--- src/rtl/conv_pkg.sv ---
// Shared types for the convolution operand sequencer: FSM states, filter
// orientation and the tap-mask width helper.
package conv_pkg;

  typedef enum logic [1:0] {
    IDLE  = 2'd0,
    ISSUE = 2'd1,
    DONE  = 2'd2
  } state_t;

  typedef enum logic {
    MODE_X = 1'b0,
    MODE_Y = 1'b1
  } mode_t;

  function automatic int mask_width(input int k);
    return k * k;
  endfunction

endpackage

--- src/rtl/tap_priority_enc.sv ---
// Lowest-set-bit priority encoder over an N-bit tap mask, with "any bit set"
// and "exactly one bit set" flags.
module tap_priority_enc #(
  parameter int N = 9
) (
  input  logic [N-1:0]         mask,
  output logic [$clog2(N)-1:0] idx,
  output logic                 any,
  output logic                 one_hot
);

  localparam int IW = $clog2(N);

  // Scan from the top so the lowest set bit is the last one written.
  always_comb begin
    idx = '0;
    for (int i = N - 1; i >= 0; i--) begin
      if (mask[i]) idx = IW'(i);
    end
  end

  assign any     = |mask;
  assign one_hot = any && ((mask & (mask - N'(1))) == '0);

endmodule

--- src/rtl/conv_tap_sequencer.sv ---
// Snapshots a KxK window and filter, then issues non-zero (coef, pixel) pairs
// to the MAC one per handshake, optionally transposing the filter.
module conv_tap_sequencer
  import conv_pkg::*;
#(
  parameter int K         = 3,
  parameter int PIX_W     = 4,
  parameter int COEF_W    = 5,
  parameter int SKIP_ZERO = 1
) (
  input  logic                                clk,
  input  logic                                n_rst,
  input  logic                                calc_enable,
  input  logic                                mode,
  input  logic [K-1:0][K-1:0][PIX_W-1:0]      pixels,
  input  logic [K-1:0][K-1:0][COEF_W-1:0]     filter,
  input  logic                                op_ready,
  output logic [COEF_W-1:0]                   a,
  output logic [COEF_W-1:0]                   b,
  output logic                                op_valid,
  output logic                                op_first,
  output logic                                op_last,
  output logic                                calc_done,
  output logic                                busy
);

  localparam int N  = mask_width(K);
  localparam int IW = $clog2(N);

  state_t                           state, state_nxt;
  logic [N-1:0]                     mask_q, mask_nxt, new_mask;
  logic                             first_q, first_nxt;
  logic                             start;
  mode_t                            mode_q;
  logic [K-1:0][K-1:0][PIX_W-1:0]   pix_q;
  logic [K-1:0][K-1:0][COEF_W-1:0]  filt_q;
  logic [IW-1:0]                    cur_idx;
  logic                             cur_any, cur_single;
  logic [COEF_W-1:0]                cur_coef;
  logic [PIX_W-1:0]                 cur_pix;

  tap_priority_enc #(.N(N)) u_enc (
    .mask    (mask_q),
    .idx     (cur_idx),
    .any     (cur_any),
    .one_hot (cur_single)
  );

  // Mask is built from the live inputs so it lands together with the snapshot.
  always_comb begin
    new_mask = '0;
    for (int r = 0; r < K; r++) begin
      for (int c = 0; c < K; c++) begin
        if (SKIP_ZERO == 0)
          new_mask[r*K+c] = 1'b1;
        else if (mode)
          new_mask[r*K+c] = |filter[c][r];
        else
          new_mask[r*K+c] = |filter[r][c];
      end
    end
  end

  always_comb begin
    cur_coef = '0;
    cur_pix  = '0;
    for (int r = 0; r < K; r++) begin
      for (int c = 0; c < K; c++) begin
        if (cur_idx == IW'(r*K+c)) begin
          cur_pix  = pix_q[r][c];
          cur_coef = (mode_q == MODE_Y) ? filt_q[c][r] : filt_q[r][c];
        end
      end
    end
  end

  always_comb begin
    state_nxt = state;
    mask_nxt  = mask_q;
    first_nxt = first_q;
    start     = 1'b0;
    a         = '0;
    b         = '0;
    op_valid  = 1'b0;
    op_first  = 1'b0;
    op_last   = 1'b0;
    case (state)
      IDLE: begin
        if (calc_enable) begin
          start     = 1'b1;
          mask_nxt  = new_mask;
          first_nxt = 1'b1;
          state_nxt = (|new_mask) ? ISSUE : DONE;
        end
      end
      ISSUE: begin
        a        = cur_coef;
        b        = {{(COEF_W-PIX_W){1'b0}}, cur_pix};
        op_valid = cur_any;
        op_first = first_q;
        op_last  = cur_single;
        if (op_ready) begin
          mask_nxt[cur_idx] = 1'b0;
          first_nxt         = 1'b0;
          if (cur_single) state_nxt = DONE;
        end
      end
      DONE:    state_nxt = IDLE;
      default: state_nxt = IDLE;
    endcase
  end

  assign calc_done = (state == DONE);
  assign busy      = (state != IDLE);

  always_ff @(posedge clk or negedge n_rst) begin
    if (!n_rst) begin
      state   <= IDLE;
      mask_q  <= '0;
      first_q <= 1'b0;
      mode_q  <= MODE_X;
      pix_q   <= '0;
      filt_q  <= '0;
    end else begin
      state   <= state_nxt;
      mask_q  <= mask_nxt;
      first_q <= first_nxt;
      if (start) begin
        mode_q <= mode_t'(mode);
        pix_q  <= pixels;
        filt_q <= filter;
      end
    end
  end

endmodule

--- config.mk ---
export PLATFORM = sky130hd
export DESIGN_NAME = conv_tap_sequencer
export DESIGN_NICKNAME = d
export VERILOG_FILES = /design/src/rtl/conv_pkg.sv /design/src/rtl/tap_priority_enc.sv /design/src/rtl/conv_tap_sequencer.sv
export SDC_FILE = /design/constraint.sdc
export NUM_CORES = 1
export LEC_CHECK = 0
export BUFFER_PORTS_ARGS = -buffer_cell sky130_fd_sc_hd__buf_2
export CORE_UTILIZATION = 52
export DETAILED_ROUTE_END_ITERATION = 16
export PLACE_DENSITY_LB_ADDON = 0.05
export SYNTH_ARGS = -nofsm -noshare
export SYNTH_HDL_FRONTEND = slang
export SYNTH_HIERARCHICAL = 1
export SYNTH_SLANG_ARGS = --single-unit
--- constraint.sdc ---
create_clock -name clk -period 6.75 [get_ports clk]
set_input_delay 1.35 -clock clk [delete_from_list [all_inputs] [get_ports clk]]
set_output_delay 1.35 -clock clk [all_outputs]
set_load 0.01 [all_outputs]
-- Word level (Yosys, flattened, before mapping)
Index checks and enable logic that the tools add are counted.
- mux-type cells: 59
- eq/ne operators: 13
- reductions and logical operators: 20
- $add $sub $neg: 1
- magnitude comparators: 2
- bitwise gates (word level): 3
- operator list (operator ; count):
    $mux 5 ; 16
    $mux 4 ; 19
    $reduce_or 5->1 ; 9
    $reduce_or 21->1 ; 1
    $and 9x9->9 ; 2
    $mux 9 ; 2
    $pmux 9 s2 ; 1
    $eq 4x3->1 const B ; 4
    $mux 1 ; 14
    $logic_not 9->1 ; 1
    $not 9->9 ; 1
    $reduce_or 9->1 ; 1
    $sub 9x1->9 const B ; 1
    $eq 4x2->1 const B ; 2
    $mux 2 ; 4
    $ne 2x2->1 const B ; 3
    $reduce_and 3->1 ; 2
    $lt 4x5->1 const B ; 1
    $demux 1 s4 ; 1
    $eq 4x1->1 const B ; 1
    $eq 4x4->1 const B ; 1
    $ge 4x1->1 const B ; 1
    $logic_not 4->1 ; 1
    $pmux 2 s2 ; 1
    other kinds (6) ; 8
- bits in registers: 94
- logic and storage cells: 120

-- Longest topological paths before layout
Gate-level depths: netlist of the first run.
- depth after elaboration: 20
- mapped depth: 10
- depth with buffers taken out: 8

-- Cells and area by module
Netlist of the first run, hierarchy kept.
- modules (own cells, without submodules) (module ; instances ; seq. area each (um^2) ; cells each ; area each (um^2)):
    conv_tap_sequencer ; 1 ; 2352.3 ; 616 ; 4977.3
    tap_priority_enc ; 1 ; 0.0 ; 24 ; 165.2

-- Worst setup path before layout of the first run
OpenSTA, ideal clock, no wires.
- path type: flip-flop to output port
- start: register mask_q[6]
- end: output port a[1]
- path slack: 2964 ps
- arrival time: 2436 ps
- cell stages (with the launch flop): 11
- data required time: 5400 ps
- cell sequence: dfrtp_1 > nand2b_1 > a21oi_1 > o21bai_1 > a21oi_1 > clkbuf_1 > clkbuf_1 > nor2_1 > a211oi_1 > a211oi_1 > o22ai_1
- word-level cells in the longest chain between the ends: 18
- RTL lines (what ; RTL line ; RTL):
    from (decl) ; conv_tap_sequencer.sv:31 ; logic [N-1:0] mask_q, mask_nxt, new_mask;
    from (signal assigned) ; conv_tap_sequencer.sv:126 ; mask_q <= mask_nxt;
    $mux 4 (*) (7 in series) ; tap_priority_enc.sv:18 ; if (mask[i]) idx = IW'(i);
    net cur_idx[0] ; conv_tap_sequencer.sv:37 ; logic [IW-1:0] cur_idx;
    $logic_not 4->1 ; conv_tap_sequencer.sv:69 ; if (cur_idx == IW'(r*K+c)) begin
    $mux 5 (8 in series) ; conv_tap_sequencer.sv:69 ;
    $mux 5 (*) ; conv_tap_sequencer.sv:69 ;
    $mux 5 (*) ; conv_tap_sequencer.sv:87 ; case (state)
    to (decl) ; conv_tap_sequencer.sv:18 ; output logic [COEF_W-1:0] a,
The timed path passes the listed nets; every way through them passes the cells marked *.

-- Worst setup path in the final report of the first run
- start: register mask_q[6]
- end: output port a[4]
The elaborated chain is that of the path after synthesis.

==> results.yml, run 1 <==
setup_path:
  r2r-end: "mask_q[3]"
  critPathKind: "reg2out"
  end_kind: "output port"
  cp_slowest_cell: "a21oi_4"
  ff2ff_path_depth: 9
  worstPathArrival_ns: 3.45
  cpMostUsedCell: "nand2b_1"
  critPathBufInv: 2
  start_kind: "register"
  path_cells: "nand2b_1, a21oi_1, o21bai_1, a21oi_4, buf_4, nand2b_1, o221ai_1, a21o_1, a31oi_1, buf_2"
  rrSetupSlack_ns: 3.85
  critical_path.max_fanout: 32
  crit_required_ns: 5.40
  r2r_start: "mask_q[6]"
  crit_family: "compound AO/OA/AOI/OAI gates"
  cp_slowest_stage_delay_ns: 0.73
cts:
  insertion_delay_ns: 0.36
  cts_tree: "done"
  cts_sinks: 94
  clockBufferDepth: 2
  clock_tree.root_cell: "clkbuf_8"
  hold_buffers: 0
  cts_buffers: 9
  post-cts-setup-buffers: 0
  clk_pin_slew_worst_paths_ns: 0.09
  htree_levels: 3
  cts_resized: 0
timing:
  whs_ns: 0.474
  fin_crit_ns: 4.80
  setup_tns_ns: 0
  hold_violations: 0
  tightest_slew_ns: 1.17
  clock.fmax_ghz: 0.208
  layout_setup_ws_ns: 1.95
  slew_headroom_pct: 22.1
  drv_slew: 0
  worst_clock_skew_ns: 0.0107
  post-route-period-util_pct: 71.1
  rsz0062_at_grt: "no"
  setup_viol: 0
pwr:
  pwr-share-clk_pct: 13.3
  power_density_mw_per_mm2: 477
  power_frac_seq_pct: 37.8
  vdd_ir_drop_max_uv: 398
  p_sw_share_pct: 44.5
  combPwrFrac_pct: 49.0
  power.switching_mw: 1.25
  intPower_mw: 1.56
  power_leakage_nw: 2.99
  totalPowerFinal_mw: 2.81
drt:
  drc: 0
  drtIter0Drc: 355
  vias: 4639
  wl_per_cell_um: 16.1
  ant_nets: 0
  routed_wl_um: 13700
  vias_per_cell: 5.46
  first_pass_iters: 5
placement:
  dp_cells: 834
  place_congestion: 0.927
  dpl-instance-area_mm2: 0.00572
  port_buffers: 99
  dp_slack_ns: 2.39
  dp_hpwl_um: 9580
yosys:
  synth_top_family_by_area: "simple AND/OR/NAND/NOR gates"
  synthTopCellsByArea: "dfrtp_1, nand2_1, mux2i_1"
  synth.most_common_cell: "nand2_1"
  async_flop_share_pct: 100
  synth_largest_area_cell: "dfrtp_1"
  synth_commonest_cells: "nand2_1, dfrtp_1, mux2i_1"
  synth_xor_area_share_pct: 0.341
  syn_avg_cell_area_um2: 8.04
  ys_seq_area_share_pct: 45.7
  synth_simple_gate_area_share_pct: 28.7
  synth_cell_type_count: 49
  synth_top_area_share_pct: 45.7
  synth.mux.area_fraction_pct: 8.91
  syn_inst: 640
  synth-edff-count: 0
  synth_nets: 726
  ys_ff_latch: 94
  ys.warnings.count: 6
  dominantRegCellSynth: "dfrtp_1"
  synth_compound_area_share_pct: 12.2
  yosys.area_share.adder_pct: 0.195
  syn_area_mm2: 0.00514
global_routing:
  grt_pass1_vias: 4307
  grt_pass1_wl_um: 22100
  grtUsageTotal_pct: 28.3
  grt_max_degree: 91
  antenna_found_initial: 0
  grt_overflow: 0
die:
  die_height_um: 101
  dieArea_mm2: 0.0103
  rows: 35
  die_x_um: 101
  initial_utilization_pct: 54.6
  boundaryPins: 101
  core_mm2: 0.00942
run_status:
  status: "finished, final reports clean"
layout:
  final_util_pct: 62.7
  fin_area_mm2: 0.00591
  n_antenna_cell: 0
  layout-drive-gt1-share_pct: 19.3
  final_nets: 802
  area_growth_syn_to_layout_pct: 14.8
  fin_cells: 849
hold_path:
  hp-class: "reg2reg"
  hold_depth: 2
  worstHoldStart: "first_q"
  hold_end: "first_q"
run:
  max_cap_viol_count: 0
## layer usage
metal,track usage [%],up-vias,wire (µm)
met5,0,-,0
met3,5.66,16,791
met2,41.0,146,5930
li1,-,2293,-
met1,42.6,2184,6720
met4,8.47,0,213
## logic make-up after synthesis
logic type / Yosys count
AOI/OAI and AO/OA: 99
buffers and inverters: 52
DFF: 94
xor gates and xnor gates: 2
adders and majority gates: 1
muxes: 44
and+or+nand+nor: 347
other: 1
## cells in the final DEF, fill, tap and decap left out, types with 3 or more instances in the layout
master | synthesis | layout
buf_4 | 1 | 8
mux2_2 | 4 | 4
nor2_1 | 26 | 26
o22ai_1 | 8 | 8
nand2b_1 | 11 | 11
clkbuf_8 | 0 | 10
and2_1 | 4 | 3
or4_1 | 8 | 8
nand2_1 | 259 | 258
or3b_2 | 4 | 4
mux2i_1 | 39 | 39
a2bb2oi_1 | 4 | 4
a211oi_1 | 6 | 6
o221ai_1 | 4 | 4
a21oi_1 | 25 | 24
o21ai_0 | 25 | 25
buf_2 | 0 | 98
nor3_1 | 14 | 13
and3_1 | 3 | 3
inv_1 | 11 | 11
dfrtp_1 | 94 | 94
nor2b_1 | 4 | 4
a31oi_1 | 9 | 9
or2_2 | 3 | 3
o32ai_1 | 6 | 6
## registers in the layout, summed over array words and instances, names as in the netlist
signal   cells
pix_q       36
state        2
first_q      1
filt_q      45
mask_q       9
mode_q       1
## worst max-delay path by stage
stage          depth (start not counted)   end  slack [ns]  startpoint
2_1_floorplan                         10  a[1]        2.96   mask_q[6]
3_3_place_gp                          10  a[4]        2.49   mask_q[6]
3_5_place_dp                          10  a[4]        2.39   mask_q[6]
4_1_cts                               10  a[4]        1.99   mask_q[6]
5_1_grt                               10  a[4]        1.78   mask_q[6]
6_report                              10  a[4]        1.95   mask_q[6]
## worst reg2reg max path, stage by stage, from the launching register on
cell      delay (ns)
dfrtp_1         0.44
nand2b_1        0.17
a21oi_1         0.15
o21bai_1        0.11
a21oi_4         0.73
buf_4           0.41
nand2b_1        0.22
o31a_1          0.29
o21ai_0         0.14
o21ai_0         0.10
## final cells by class
| cell class | instances | area (µm²) |
|---|---|---|
| Fill cell | 889 | 3510 |
| Multi-Input combinational cell | 494 | 2610 |
| Sequential cell | 94 | 2350 |
| Timing Repair Buffer | 106 | 551 |
| Tap cell | 129 | 161 |
| Clock buffer | 11 | 141 |
| Clock inverter | 4 | 47.5 |
| Inverter | 11 | 41.3 |
## power groups by stage
stage | clock (mW) | sequential [mW] | combinational [mW]
final | 0.373 | 1.06 | 1.38
after detailed placement | 0 | 1.07 | 1.37
after CTS | 0.383 | 1.06 | 1.38
after floorplan | 0 | 0.983 | 1.04
after global placement | 0 | 1.06 | 1.34
after global routing | 0.403 | 1.10 | 1.54
No activity file was read; power rests on OpenSTA's default activity.
==> inputs of run 2 (changes only) <==
clock period = 4.75 ns   (was 6.75 ns; I/O delays follow)
==> run 2 against run 1 <==
Compared with the run above: utilization grew 0.37 points; global-route usage increased by 1.7 points; die area is the same; sequential share of layout area fell by 0.23 points; clock power up 50%; final area grew 0.59%; highest routed layer unchanged.
==> results.yml, run 2 (synthesized netlist as in run 1, its figures left out) <==
cts:
  cts_sinks: 94
  post-cts-setup-buffers: 0
  hold_buffers: 0
  htree_levels: 3
  clockBufferDepth: 2
  clock_tree.root_cell: "clkbuf_8"
  insertion_delay_ns: 0.37
  cts_tree: "done"
  cts_buffers: 9
  cts_resized: 0
  clk_pin_slew_worst_paths_ns: 0.09
timing:
  worst_clock_skew_ns: 0.00522
  slew_headroom_pct: 24.1
  post-route-period-util_pct: 85.2
  drv_slew: 0
  fin_crit_ns: 4.05
  whs_ns: 0.474
  setup_viol: 0
  rsz0062_at_grt: "no"
  tightest_slew_ns: 1.14
  clock.fmax_ghz: 0.247
  setup_tns_ns: 0
  hold_violations: 0
pwr:
  power.switching_mw: 1.82
  vdd_ir_drop_max_uv: 341
  power_frac_seq_pct: 38.0
  intPower_mw: 2.24
  p_sw_share_pct: 44.9
  power_leakage_nw: 3.01
  combPwrFrac_pct: 48.2
  pwr-share-clk_pct: 13.8
  power_density_mw_per_mm2: 684
global_routing:
  grt_pass1_wl_um: 23100
  grt_max_degree: 61
  grt_overflow: 0
  antenna_found_initial: 0
  grtUsageTotal_pct: 29.9
  grt_pass1_vias: 4442
drt:
  vias: 4644
  vias_per_cell: 5.45
  routed_wl_um: 14200
  drtIter0Drc: 416
  first_pass_iters: 6
  wl_per_cell_um: 16.7
  drc: 0
  ant_nets: 0
setup_path:
  crit_required_ns: 3.80
  critPathBufInv: 1
  r2r_start: "mask_q[5]"
  crit_family: "compound AO/OA/AOI/OAI gates"
  rrSetupSlack_ns: 1.91
  critPathKind: "reg2out"
  start_kind: "register"
  end_kind: "output port"
  worstSetupPathDepth: 8
  path_cells: "nand2b_1, a21oi_1, o21bai_1, a21oi_4, mux4_2, a211oi_1, o22ai_1, buf_2"
  ff2ff_path_depth: 8
  worstPathArrival_ns: 3.10
  cp_slowest_cell: "a21oi_4"
  cp_slowest_stage_delay_ns: 0.66
  startpoint: "mask_q[6]"
  critical_path.max_fanout: 29
layout:
  top_regs: "filt_q x45, pix_q x36, mask_q x9"
  final_common_cell: "nand2_1"
  fillers: 845
  final_util_pct: 63.1
  largest_reg_flops: 45
  multi_input_area_mm2: 0.00261
  seq_area_mm2: 0.00235
  area_growth_syn_to_layout_pct: 15.5
  layout-drive-gt1-share_pct: 19.6
  final_cell_mix: "nand2_1, buf_2, dfrtp_1"
  n_antenna_cell: 0
  final_nets: 804
  regMostFlops: "filt_q"
  fin_area_mm2: 0.00594
die:
  core_mm2: 0.00942
  initial_utilization_pct: 54.6
  die_x_um: 101
  boundaryPins: 101
  rows: 35
  die_height_um: 101
  dieArea_mm2: 0.0103
run_status:
  status: "finished, final reports clean"
hold_path:
  hp-class: "reg2reg"
  hold_depth: 2
  worstHoldStart: "first_q"
run:
  max_cap_viol_count: 0
placement:
  dp_hpwl_um: 10400
  port_buffers: 99
  dpl-instance-area_mm2: 0.00573
  place_congestion: 0.914
==> run 2: power by group through the flow <==
stage | clock network [mW] | registers [mW] | logic, mW
after global placement | 0 | 1.54 | 1.92
after floorplan | 0 | 1.40 | 1.47
after CTS | 0.574 | 1.54 | 1.96
final | 0.560 | 1.54 | 1.96
after global routing | 0.603 | 1.60 | 2.20
after detailed placement | 0 | 1.55 | 1.95
==> run 2: layout make-up <==
cell class              count  area share (%)
clock buffers              11            2.38
clock inverters             5            1.14
inverters                  11           0.695
multi-input cells         494            44.0
flip-flops and latches     94            39.6
well taps                 129            2.72
repair buffers            108            9.52
==> run 2: worst min-delay path, stage by stage, from the launching register on <==
cell	delay (ns)
dfrtp_1	0.34
nand2_1	0.05
nand2_1	0.05
==> run 2: worst paths after layout <==
path,endpoint
setup / recovery,a[1]
hold / removal,first_q
setup reg to reg,state[1]
hold reg to reg,first_q
max in group asynchronous,state[1]
min in group asynchronous,filt_q[40]
==> run 2: stage by stage <==
stage / power [mW] / worst slack [ns] / std cells
3_3_place_gp: 3.46 / 1.18 / 836
6_report: 4.07 / 0.705 / 852
2_1_floorplan: 2.87 / 1.36 / 640
3_5_place_dp: 3.50 / 1.13 / 836
5_1_grt: 4.40 / 0.558 / 852
4_1_cts: 4.08 / 0.694 / 852
==> run 2: metal layers <==
metal / GRT usage (%) / vias to the layer above / share of wire [%]
met5: 0 / - / 0
met4: 10.3 / 0 / 1.9
met3: 6.14 / 22 / 7.2
met2: 42.4 / 178 / 43
met1: 45.3 / 2150 / 48
li1: - / 2294 / -
